**config.mk**
```make
export PLATFORM = sky130hd
export DESIGN_NAME = alu_regfile_datapath
export DESIGN_NICKNAME = d
export VERILOG_FILES = /design/src/rtl/alu_regfile_datapath.sv
export SDC_FILE = /design/constraint.sdc
export NUM_CORES = 1
export LEC_CHECK = 0
export ABC_AREA = 1
export CORE_MARGIN = 8
export CORE_UTILIZATION = 50
export CTS_BUF_LIST = sky130_fd_sc_hd__clkbuf_8
export DETAILED_ROUTE_END_ITERATION = 10
export GPL_ROUTABILITY_DRIVEN = 0
export PLACE_DENSITY = 0.76
export SKIP_LAST_GASP = 1
export SLEW_MARGIN = 20
export SYNTH_ARGS = -nofsm -noshare
export SYNTH_HDL_FRONTEND = slang
export SYNTH_SLANG_ARGS = --single-unit
```
**constraint.sdc**
```tcl
create_clock -name clock -period 6 [get_ports clock]
set_input_delay 0.6 -clock clock [delete_from_list [all_inputs] [get_ports clock]]
set_output_delay 0.6 -clock clock [all_outputs]
set_load 0.005 [all_outputs]
```
**src/rtl/alu_regfile_datapath.sv**
```systemverilog
// Register file, ALU, status flags and command sequencer with a valid/ready command port,
// a valid/ready result port and a multi-cycle shift-add multiplier.
module alu_regfile_datapath #(
    parameter int WIDTH = 8,
    parameter int NREGS = 8,
    localparam int AW = $clog2(NREGS)
) (
    input  logic             clock,
    input  logic             reset,
    input  logic             cmd_valid,
    output logic             cmd_ready,
    input  logic [3:0]       cmd_op,
    input  logic [AW-1:0]    cmd_rd,
    input  logic [AW-1:0]    cmd_ra,
    input  logic [AW-1:0]    cmd_rb,
    input  logic [WIDTH-1:0] cmd_imm,
    output logic             rsp_valid,
    input  logic             rsp_ready,
    output logic [WIDTH-1:0] rsp_data,
    output logic [3:0]       rsp_flags,
    output logic             rsp_err
);

    localparam int CW = $clog2(WIDTH);

    localparam logic [3:0] OP_NOP = 4'd0;
    localparam logic [3:0] OP_LDI = 4'd1;
    localparam logic [3:0] OP_MOV = 4'd2;
    localparam logic [3:0] OP_ADD = 4'd3;
    localparam logic [3:0] OP_SUB = 4'd4;
    localparam logic [3:0] OP_INC = 4'd5;
    localparam logic [3:0] OP_DEC = 4'd6;
    localparam logic [3:0] OP_AND = 4'd7;
    localparam logic [3:0] OP_OR  = 4'd8;
    localparam logic [3:0] OP_XOR = 4'd9;
    localparam logic [3:0] OP_SHL = 4'd10;
    localparam logic [3:0] OP_SHR = 4'd11;
    localparam logic [3:0] OP_MUL = 4'd12;

    typedef enum logic [1:0] {S_IDLE, S_EXEC, S_MUL, S_RESP} state_t;

    state_t state, state_nx;

    logic [WIDTH-1:0]   regs [NREGS];
    logic [3:0]         op_q;
    logic [AW-1:0]      rd_q;
    logic [WIDTH-1:0]   imm_q, a_q, b_q;
    logic [3:0]         flags_q;
    logic [2*WIDTH-1:0] mul_acc, mul_mcand, mul_sum;
    logic [CW-1:0]      mul_cnt;
    logic               mul_last;

    logic [WIDTH:0]     ext;
    logic [WIDTH-1:0]   alu_res, opnd_b;
    logic               alu_c, alu_v, alu_wr, alu_err;
    logic [3:0]         exec_flags, mul_flags;

    assign mul_last  = (mul_cnt == CW'(WIDTH - 1));
    assign mul_sum   = mul_acc + (b_q[0] ? mul_mcand : '0);
    assign mul_flags = {mul_sum[WIDTH-1], |mul_sum[2*WIDTH-1:WIDTH],
                        |mul_sum[2*WIDTH-1:WIDTH], mul_sum[WIDTH-1:0] == '0};
    assign exec_flags = {alu_res[WIDTH-1], alu_v, alu_c, alu_res == '0};

    always_ff @(posedge clock) begin
        if (reset) state <= S_IDLE;
        else       state <= state_nx;
    end

    always_comb begin
        state_nx  = state;
        cmd_ready = 1'b0;
        rsp_valid = 1'b0;
        case (state)
            S_IDLE: begin
                cmd_ready = 1'b1;
                if (cmd_valid) state_nx = (cmd_op == OP_MUL) ? S_MUL : S_EXEC;
            end
            S_EXEC: state_nx = S_RESP;
            S_MUL:  if (mul_last) state_nx = S_RESP;
            S_RESP: begin
                rsp_valid = 1'b1;
                if (rsp_ready) state_nx = S_IDLE;
            end
            default: state_nx = S_IDLE;
        endcase
    end

    // Single-cycle ALU; INC/DEC reuse the add/subtract paths with a constant operand of one
    always_comb begin
        alu_res = '0;
        alu_c   = 1'b0;
        alu_v   = 1'b0;
        alu_wr  = 1'b1;
        alu_err = 1'b0;
        ext     = '0;
        opnd_b  = (op_q == OP_INC || op_q == OP_DEC) ? WIDTH'(1) : b_q;
        case (op_q)
            OP_LDI: alu_res = imm_q;
            OP_MOV: alu_res = a_q;
            OP_ADD, OP_INC: begin
                ext     = {1'b0, a_q} + {1'b0, opnd_b};
                alu_res = ext[WIDTH-1:0];
                alu_c   = ext[WIDTH];
                alu_v   = (a_q[WIDTH-1] == opnd_b[WIDTH-1]) && (alu_res[WIDTH-1] != a_q[WIDTH-1]);
            end
            OP_SUB, OP_DEC: begin
                ext     = {1'b0, a_q} - {1'b0, opnd_b};
                alu_res = ext[WIDTH-1:0];
                alu_c   = ext[WIDTH];
                alu_v   = (a_q[WIDTH-1] != opnd_b[WIDTH-1]) && (alu_res[WIDTH-1] != a_q[WIDTH-1]);
            end
            OP_AND: alu_res = a_q & b_q;
            OP_OR:  alu_res = a_q | b_q;
            OP_XOR: alu_res = a_q ^ b_q;
            OP_SHL: begin
                alu_res = {a_q[WIDTH-2:0], 1'b0};
                alu_c   = a_q[WIDTH-1];
            end
            OP_SHR: begin
                alu_res = {1'b0, a_q[WIDTH-1:1]};
                alu_c   = a_q[0];
            end
            OP_NOP, OP_MUL: alu_wr = 1'b0;
            default: begin
                alu_wr  = 1'b0;
                alu_err = 1'b1;
            end
        endcase
    end

    // Operands are buffered at accept, so writing rd never disturbs the command in flight
    always_ff @(posedge clock) begin
        if (reset) begin
            for (int i = 0; i < NREGS; i++) regs[i] <= '0;
            flags_q   <= '0;
            op_q      <= '0;
            rd_q      <= '0;
            imm_q     <= '0;
            a_q       <= '0;
            b_q       <= '0;
            mul_acc   <= '0;
            mul_mcand <= '0;
            mul_cnt   <= '0;
            rsp_data  <= '0;
            rsp_flags <= '0;
            rsp_err   <= 1'b0;
        end else begin
            case (state)
                S_IDLE: begin
                    if (cmd_valid) begin
                        op_q      <= cmd_op;
                        rd_q      <= cmd_rd;
                        imm_q     <= cmd_imm;
                        a_q       <= regs[cmd_ra];
                        b_q       <= regs[cmd_rb];
                        mul_acc   <= '0;
                        mul_mcand <= {WIDTH'(0), regs[cmd_ra]};
                        mul_cnt   <= '0;
                    end
                end
                S_EXEC: begin
                    rsp_err <= alu_err;
                    if (alu_wr) begin
                        regs[rd_q] <= alu_res;
                        flags_q    <= exec_flags;
                        rsp_data   <= alu_res;
                        rsp_flags  <= exec_flags;
                    end else begin
                        rsp_data  <= '0;
                        rsp_flags <= flags_q;
                    end
                end
                S_MUL: begin
                    mul_acc   <= mul_sum;
                    mul_mcand <= mul_mcand << 1;
                    b_q       <= b_q >> 1;
                    mul_cnt   <= mul_cnt + CW'(1);
                    if (mul_last) begin
                        regs[rd_q] <= mul_sum[WIDTH-1:0];
                        flags_q    <= mul_flags;
                        rsp_data   <= mul_sum[WIDTH-1:0];
                        rsp_flags  <= mul_flags;
                        rsp_err    <= 1'b0;
                    end
                end
                default: ;
            endcase
        end
    end

endmodule

```
* After elaboration in Yosys (flattened, before gate mapping)
Memory sizes are Yosys's and may differ from the RTL's. Cells that the tools add are included.
Word-level totals: RAM bits 64, logic and storage cells 110, memories kept 1, input bits 25, flip-flop bits (word level) 81, output and inout port bits 15
Cells by class: equality and inequality tests 25, bitwise logic cells 4, add/sub/neg operators 4, reductions and logical operators 20, mux-type cells 44
Memories:
- regs | depth 8, width 8, rd ports 2, clocked after memory_dff 0, write ports 8, RTL line 44 | logic [WIDTH-1:0] regs [NREGS];
Operator list (number):
- case mux 8 bit (9 select lines) | 1
- case mux 16 bit (2 select lines) | 2
- two-way mux 16 bit | 3
- two-way mux 8 bit | 6
- case mux 8 bit (2 select lines) | 2
- equality test 4 bit (second input constant) | 6
- adder 16 bit | 1
- equality test 4 x 3 -> 1 bit (second input constant) | 4
- logical NOT 8 bit | 2
- two-way mux 1 bit | 16
- OR reduction 8 bit | 2
- OR reduction 13 bit | 1
- OR reduction 11 bit | 1
- adder 8 x 8 -> 9 bit | 1
- subtractor 8 x 8 -> 9 bit | 1
- AND 8 bit | 1
- equality test 4 x 2 -> 1 bit (second input constant) | 2
- two-way mux 2 bit | 4
- two-way mux 4 bit | 2
- != test 2 bit (second input constant) | 4
- OR 8 bit | 1
- case mux 2 bit (4 select lines) | 1
- case mux 4 bit (2 select lines) | 1
- bitwise XOR 8 bit | 1
- other kinds (20) | 31

* Depth between registers and ports, before layout
Gate-level depths: netlist of the first run.
depth after elaboration 10, gate-level depth with buffers 19, depth with buffers taken out 18

* Least setup slack after synthesis of the first run
Ideal clock, no wire load.
kind reg2reg, from register op_q[0], to memory regs[0][2] (data pin), setup slack 3.249 ns, library setup time 0.264 ns, clock period less this slack 2.751 ns, arrival time 2.487 ns, buffers on the path 0, required time 5.736 ns, cell stages (with the launch flop) 14, path through dfxtp_1 -> nand2_1 -> a21oi_1 -> or2_2 -> ha_1 -> inv_1 -> fa_1 -> xor2_1 -> nand2_1 -> nand2_1 -> nor2_1 -> nand3_1 -> o21ai_2 -> nor2_1
RTL lines:
- start: declaration | RTL line 45 | logic [3:0] op_q;
- start signal: assignment | RTL line 151 | op_q <= cmd_op;
- end: declaration | RTL line 44

==> results of run 1 <==
[synthesized netlist by cell type, drive strengths merged (3+ instances only)]
cell type	number	area (um2)
ha	55	688
a21oi	127	636
nor3	3	15.0
edfxtp	64	1920
dfxtp	81	1620
xnor2	3	26.3
a31oi	10	62.6
o21ai	113	599
nor2	198	768
nand2	374	1430
fa	3	60.1
nand4	13	81.3
inv	147	552
buf	8	38.8
clkbuf	47	176
or2	4	25.0
o21bai	5	37.5
a211oi	14	105
xor2	6	52.6
nand3	63	320
o22ai	15	93.8
[path summary, 6_finish.rpt]
| path | end | cells past startpoint | slack, ns | start |
|---|---|---|---|---|
| worst max-delay path | regs[7][2]$_SDFFCE_PN0P_ | 13 | 2.39 | op_q[0]$_SDFFE_PP0P_ |
| worst min-delay path | mul_acc[2]$_SDFFE_PP0P_ | 2 | 0.47 | mul_acc[2]$_SDFFE_PP0P_ |
| worst max register to register | regs[7][2]$_SDFFCE_PN0P_ | 13 | 2.39 | op_q[0]$_SDFFE_PP0P_ |
| worst min register to register | mul_acc[2]$_SDFFE_PP0P_ | 2 | 0.47 | mul_acc[2]$_SDFFE_PP0P_ |
[registers in the layout, summed over array words and instances (netlist names)]
| signal | count |
|---|---|
| flags_q | 4 |
| mul_cnt | 3 |
| regs | 64 |
| mul_acc | 16 |
| imm_q | 8 |
| rsp_data | 8 |
| op_q | 4 |
| mul_mcand | 16 |
| rd_q | 3 |
| a_q | 8 |
| b_q | 8 |
| state | 2 |
| rsp_err | 1 |
[metal layers]
metal  up-vias  track usage, %  wire length (um)  share of wire (%)
met5         -               0                 0                  0
met4         0            14.0              1270                4.6
met3        80            2.97              2010                7.2
met2       403            37.5             12800                 46
met1      4234            31.0             11900                 42
li1       4526               -                 -                  -
[critical path: stages, from the launching register on]
cell,delay (ns)
dfxtp_1,0.44
nand2_1,0.16
a21oi_1,0.63
or2_2,0.26
ha_1,0.15
inv_1,0.05
fa_1,0.45
xor2_1,0.19
nand2_1,0.07
nand2_1,0.05
nor2_1,0.08
nand3_1,0.15
o21ai_2,0.54
nor2_1,0.12
[layout make-up]
type | count | area share (%)
multi-input cells | 1023 | 49.5
flip-flops and latches | 145 | 34.1
inverters | 148 | 5.34
repair buffers | 49 | 4.47
well taps | 234 | 2.81
clock buffers | 17 | 2.25
clock inverters | 15 | 1.54
[layout by cell type, fill, tap and decap left out, drive strengths merged, types with 3 or more instances in the layout]
cell             n
a211oi          14
a21oi          127
a31oi           10
buf             10
clkbuf          17
clkdlybuf4s50   39
clkinv           6
dfxtp           81
edfxtp          64
fa               3
ha              55
inv            154
nand2          374
nand3           63
nand4           13
nor2           198
nor3             3
o21ai          113
o21bai           5
o22ai           15
or2              4
xnor2            3
xor2             6
[cell families (layout without fill, tap and decap cells)]
family	Yosys count	after routing	synth area share [%]
xor gates and xnor gates	9	9	0.832
adders and majority gates	58	58	7.90
AOI/OAI and AO/OA	294	294	17.1
buffers and inverters	203	229	8.14
muxes	1	1	0.238
and+or+nand+nor	661	661	28.4
DFF	145	145	37.4
[per-stage QoR]
stage | utilization, % | worst slack (ns) | power (mW)
2_1_floorplan | - | 3.25 | 2.43
3_3_place_gp | 53.7 | 2.57 | 3.00
3_5_place_dp | 53.7 | 2.49 | 3.03
4_1_cts | 55.8 | 2.49 | 3.81
5_1_grt | 55.8 | 2.21 | 4.09
6_report | 55.8 | 2.39 | 3.83
[power by group through the flow]
stage	combinational [mW]	clock (mW)	sequential (mW)
floorplan	1.13	0	1.30
global placement	1.63	0	1.36
detailed placement	1.66	0	1.37
CTS	1.67	0.799	1.35
global route	1.88	0.835	1.37
finish	1.70	0.787	1.35
==> impl_metrics.env, run 1 <==
export IMPL_run_status="complete, no violations"
export IMPL_antenna_found_initial=0
export IMPL_vdd_ir_drop_max_uv=193
export IMPL_drv_cap=0
export IMPL_multi_input_comb_area_um2=5150
export IMPL_seq_area_um2=3540
export IMPL_die_h_um=154
export IMPL_finalCritPeriodShare_pct=60.1
export IMPL_cp_end_kind="register"
export IMPL_setup_viol=0
export IMPL_grt_ovfl_total=0
export IMPL_pwr_share_clk_pct=20.5
export IMPL_hold_worst_slack_ns=0.471
export IMPL_grt_max_degree=38
export IMPL_relSlewSlack_pct=22.6
export IMPL_firstDrtPassIters=7
export IMPL_ys_types=46
export IMPL_detail_route_antenna_nets=0
export IMPL_first_iter_violations=972
export IMPL_post_route_drc_count=0
export IMPL_finalHoldViolations=0
export IMPL_cts_sinks=145
export IMPL_coreArea_um2=18600
export IMPL_nets=1467
export IMPL_grt_pass1_vias=8452
export IMPL_p_leak_nw=4.65
export IMPL_cts_resized=0
export IMPL_cts_tree="built"
export IMPL_clk_latency_ns=0.47
export IMPL_switching_share_pct=45.6
export IMPL_cts_reportedPaths_clkPinSlew_ns=0.09
export IMPL_die_x_um=154
export IMPL_start_util_pct=50.8
export IMPL_fill_cells=1780
export IMPL_yosysWarnings=0
export IMPL_final_area_um2=10400
export IMPL_placed_cell_area_um2=10000
export IMPL_syn_avg_cell_area_um2=6.91
export IMPL_synth_area_um2=9470
export IMPL_placed_cells=1599
export IMPL_place_detailed_hpwl_mm=20.3
export IMPL_numCtsBuffers=17
export IMPL_p_comb_share_pct=44.2
export IMPL_worstHoldPathType="register to register"
export IMPL_synth_flop_cell="dfxtp_1"
export IMPL_port_buffer_count=39
export IMPL_skew_ns=0.0212
export IMPL_layout_cells_non_filler=1631
export IMPL_max_freq_mhz=277
export IMPL_post_cts_buffers=0
export IMPL_vias=9243
export IMPL_yosysSeqAreaShare_pct=37.4
export IMPL_p_sw_mw=1.75
export IMPL_syn_nets=1454
export IMPL_ctsHoldBuffers=0
export IMPL_finalCriticalPeriod_ns=3.61
export IMPL_ioPinCount=40
export IMPL_critPathArrivalTime_ns=3.82
export IMPL_worst_ep_required_time_ns=6.21
export IMPL_diodes=0
export IMPL_std_cell_rows=50
export IMPL_synthArstFlopShare_pct=0
export IMPL_syn_inst=1371
export IMPL_cp_start_kind="register"
export IMPL_tightest_slew_ns=1.16
export IMPL_setup_tns_ns=0
export IMPL_synth_edff_count=64
export IMPL_area_delta_synth_final_pct=9.90
export IMPL_clockRootBuffer="clkbuf_8"
export IMPL_ys_ff_latch=145
export IMPL_rsz0062_at_grt="no"
export IMPL_pwr_density_cell_nw_per_um2=368
export IMPL_htreeDepth=4
export IMPL_wl_per_cell_um=17.1
export IMPL_die_area_um2=23600
export IMPL_clk_path_buf_depth=2
export IMPL_wirelength_mm=28.0
export IMPL_final_max_slew_viol_count=0
export IMPL_p_int_mw=2.09
export IMPL_grt_use_total_pct=23.8
export IMPL_grt_pass1_wl_mm=44.8
export IMPL_via_per_inst=5.67
export IMPL_drive_gt1_share_pct=5.01
export IMPL_p_seq_share_pct=35.2
export IMPL_worstSetupPathType="register to register"
export IMPL_cp_max_fo=8
Note: power is estimated with default switching activity, not from simulation.
==> run 2: changes to the inputs <==
- PLACE_DENSITY: 0.76 -> 0.78
- clock period: 6 -> 3.1 ns (I/O delays scaled with it)
==> run 2 against run 1 <==
  * Sequential power increased by 90%
  * Setup slack worse by 2.2 ns
  * Largest power group unchanged
  * Critical path depth rose by 3
  * Non-clock buffer count is 26 higher
  * Clock-buffer cell count grew 1
  * Clock skew about the same
==> impl_metrics.env, run 2 (same netlist as run 1, synthesis figures left out) <==
export IMPL_via_per_inst=5.74
export IMPL_die_h_um=154
export IMPL_hold_end="mul_cnt[0]$_SDFFE_PP0P_"
export IMPL_vias=9509
export IMPL_setup_tns_ns=0
export IMPL_relSlewSlack_pct=41.2
export IMPL_cts_sinks=145
export IMPL_worst_ep_required_time_ns=3.31
export IMPL_cts_reportedPaths_clkPinSlew_ns=0.09
export IMPL_dp_slack_ns=0.0918
export IMPL_cpMostUsedCell="nor2_1"
export IMPL_worstHoldPathType="register to register"
export IMPL_slowest_stage="fa_2"
export IMPL_finalCriticalPeriod_ns=2.86
export IMPL_diodes=0
export IMPL_crit_chain="inv_1 -> nand2_2 -> a21oi_2 -> or2_2 -> ha_1 -> fa_2 -> nand3_1 -> nand2_1 -> nand2_1 -> o21bai_1 -> nor2_1 -> nor2_1 -> nor2_2 -> inv_2 -> o21ai_4 -> nor2_1"
export IMPL_coreArea_um2=18600
export IMPL_largest_register_ffs=64
export IMPL_numCtsBuffers=17
export IMPL_critPathArrivalTime_ns=3.07
export IMPL_layout_cells_non_filler=1657
export IMPL_nets=1493
export IMPL_start_util_pct=50.8
export IMPL_wirelength_mm=28.4
export IMPL_drive_gt1_share_pct=7.59
export IMPL_setup_slack_ns=0.239
export IMPL_cpPeakStageDelay_ns=0.38
export IMPL_first_iter_violations=1068
export IMPL_firstDrtPassIters=6
export IMPL_reg_top3="regs: 64 flops, mul_acc: 16 flops, mul_mcand: 16 flops"
export IMPL_path_buf_inv=2
export IMPL_p_leak_nw=4.77
export IMPL_rr_endpoint="regs[2][6]$_SDFFCE_PN0P_"
export IMPL_max_freq_mhz=350
export IMPL_r2r_setup_slack_ns=0.24
export IMPL_drv_cap=0
export IMPL_skew_ns=0.0210
export IMPL_largest_register="regs"
export IMPL_placed_cells=1625
export IMPL_hp_start="mul_cnt[0]$_SDFFE_PP0P_"
export IMPL_layout_commonest_cell="nand2_1"
export IMPL_grt_pass1_vias=8813
export IMPL_port_buffer_count=39
export IMPL_reg2reg_from="op_q[1]$_SDFFE_PP0P_"
export IMPL_setup_viol=0
export IMPL_clk_path_buf_depth=2
export IMPL_cp_max_fo=8
export IMPL_final_max_slew_viol_count=0
export IMPL_ctsHoldBuffers=0
export IMPL_antenna_found_initial=0
export IMPL_finalCritPeriodShare_pct=92.3
export IMPL_grt_use_total_pct=23.7
export IMPL_worst_hold_path_num_cells=1
export IMPL_p_total_mw=7.51
export IMPL_run_status="complete, no violations"
export IMPL_final_cell_mix="362 x nand2_1, 192 x nor2_1, 144 x inv_1"
export IMPL_area_delta_synth_final_pct=12.5
export IMPL_die_x_um=154
export IMPL_grt_max_degree=43
export IMPL_detail_route_antenna_nets=0
export IMPL_path_delay_family="simple AND/OR/NAND/NOR gates"
export IMPL_cp_end_kind="register"
export IMPL_clk_latency_ns=0.47
export IMPL_grt_pass1_wl_mm=45.4
export IMPL_finalHoldViolations=0
export IMPL_cp_start_kind="register"
export IMPL_r2r_cells=16
export IMPL_clockRootBuffer="clkbuf_8"
export IMPL_std_cell_rows=50
export IMPL_tightest_slew_ns=0.881
export IMPL_post_route_drc_count=0
export IMPL_pwr_density_cell_nw_per_um2=705
export IMPL_cts_tree="built"
export IMPL_ioPinCount=40
export IMPL_worstSetupPathType="register to register"
export IMPL_place_detailed_hpwl_mm=20.7
export IMPL_htreeDepth=4
export IMPL_vdd_ir_drop_max_uv=330
export IMPL_rsz0062_at_grt="no"
export IMPL_wl_per_cell_um=17.1
export IMPL_grt_ovfl_total=0
export IMPL_die_area_um2=23600
run 2: worst max-delay path by stage:
stage                               endpoint                  from  depth (start not counted)
finish              regs[2][6]$_SDFFCE_PN0P_  op_q[1]$_SDFFE_PP0P_                         16
global route        regs[2][6]$_SDFFCE_PN0P_  op_q[1]$_SDFFE_PP0P_                         19
CTS                 regs[7][5]$_SDFFCE_PN0P_  op_q[1]$_SDFFE_PP0P_                         16
detailed placement  regs[7][5]$_SDFFCE_PN0P_  op_q[1]$_SDFFE_PP0P_                         16
global placement    regs[7][5]$_SDFFCE_PN0P_  op_q[1]$_SDFFE_PP0P_                         16
floorplan           regs[0][2]$_SDFFCE_PN0P_  op_q[0]$_SDFFE_PP0P_                         13
run 2: metal layers:
layer / vias to the layer above / wire (um) / global-route usage, % / share of wire [%]
met5: - / 0 / 0 / 0
met4: 0 / 878 / 8.82 / 3.1
met3: 77 / 2880 / 5.02 / 10
met2: 505 / 13000 / 37.8 / 46
met1: 4356 / 11700 / 31.1 / 41
li1: 4571 / - / - / -
run 2: where the power goes:
part	switching (mW)	internal [mW]	leakage (nW)
combinational	2.26	1.12	3.24
sequential	0.280	2.29	1.33
clock	0.814	0.749	0.200
total	3.36	4.16	4.77
run 2: layout make-up:
cell class / instances / area (um2)
fill: 1717 / 7990
multi-input combinational: 1023 / 5190
sequential: 145 / 3550
timing repair buffer: 75 / 661
inverter: 148 / 556
tap: 234 / 293
clock buffer: 18 / 248
clock inverter: 14 / 155
run 2: worst reg2reg max path: stages, from the launching register on:
cell and delay [ns]:
dfxtp_2 0.37, inv_1 0.08, nand2_2 0.11, a21oi_2 0.08
or2_2 0.31, ha_1 0.23, fa_2 0.38, nand3_1 0.09
nand2_1 0.09, nand2_1 0.08, o21bai_1 0.09, nor2_1 0.11
nor2_1 0.06, nor2_2 0.12, inv_2 0.07, o21ai_4 0.27
nor2_1 0.09
run 2: per-stage QoR:
stage	utilization (%)	area, um2	hold WS [ns]
6_report	57.1	10700	0.460
5_1_grt	57.1	10700	0.483
4_1_cts	56.9	10600	0.459
3_5_place_dp	54.8	10200	0.447
3_3_place_gp	54.8	10200	0.446
2_1_floorplan	-	9470	0.429
run 2: repair_timing:
action                                  CTS  global route
setup buffers                             0             0
resized for setup                         0            14
endpoints found under the setup margin    0            37
==> run 3: changes to the inputs <==
- CAP_MARGIN: default -> 20
==> results of run 3 <==
Same layout as run 2: the final DEF is identical, and so are final timing and power.
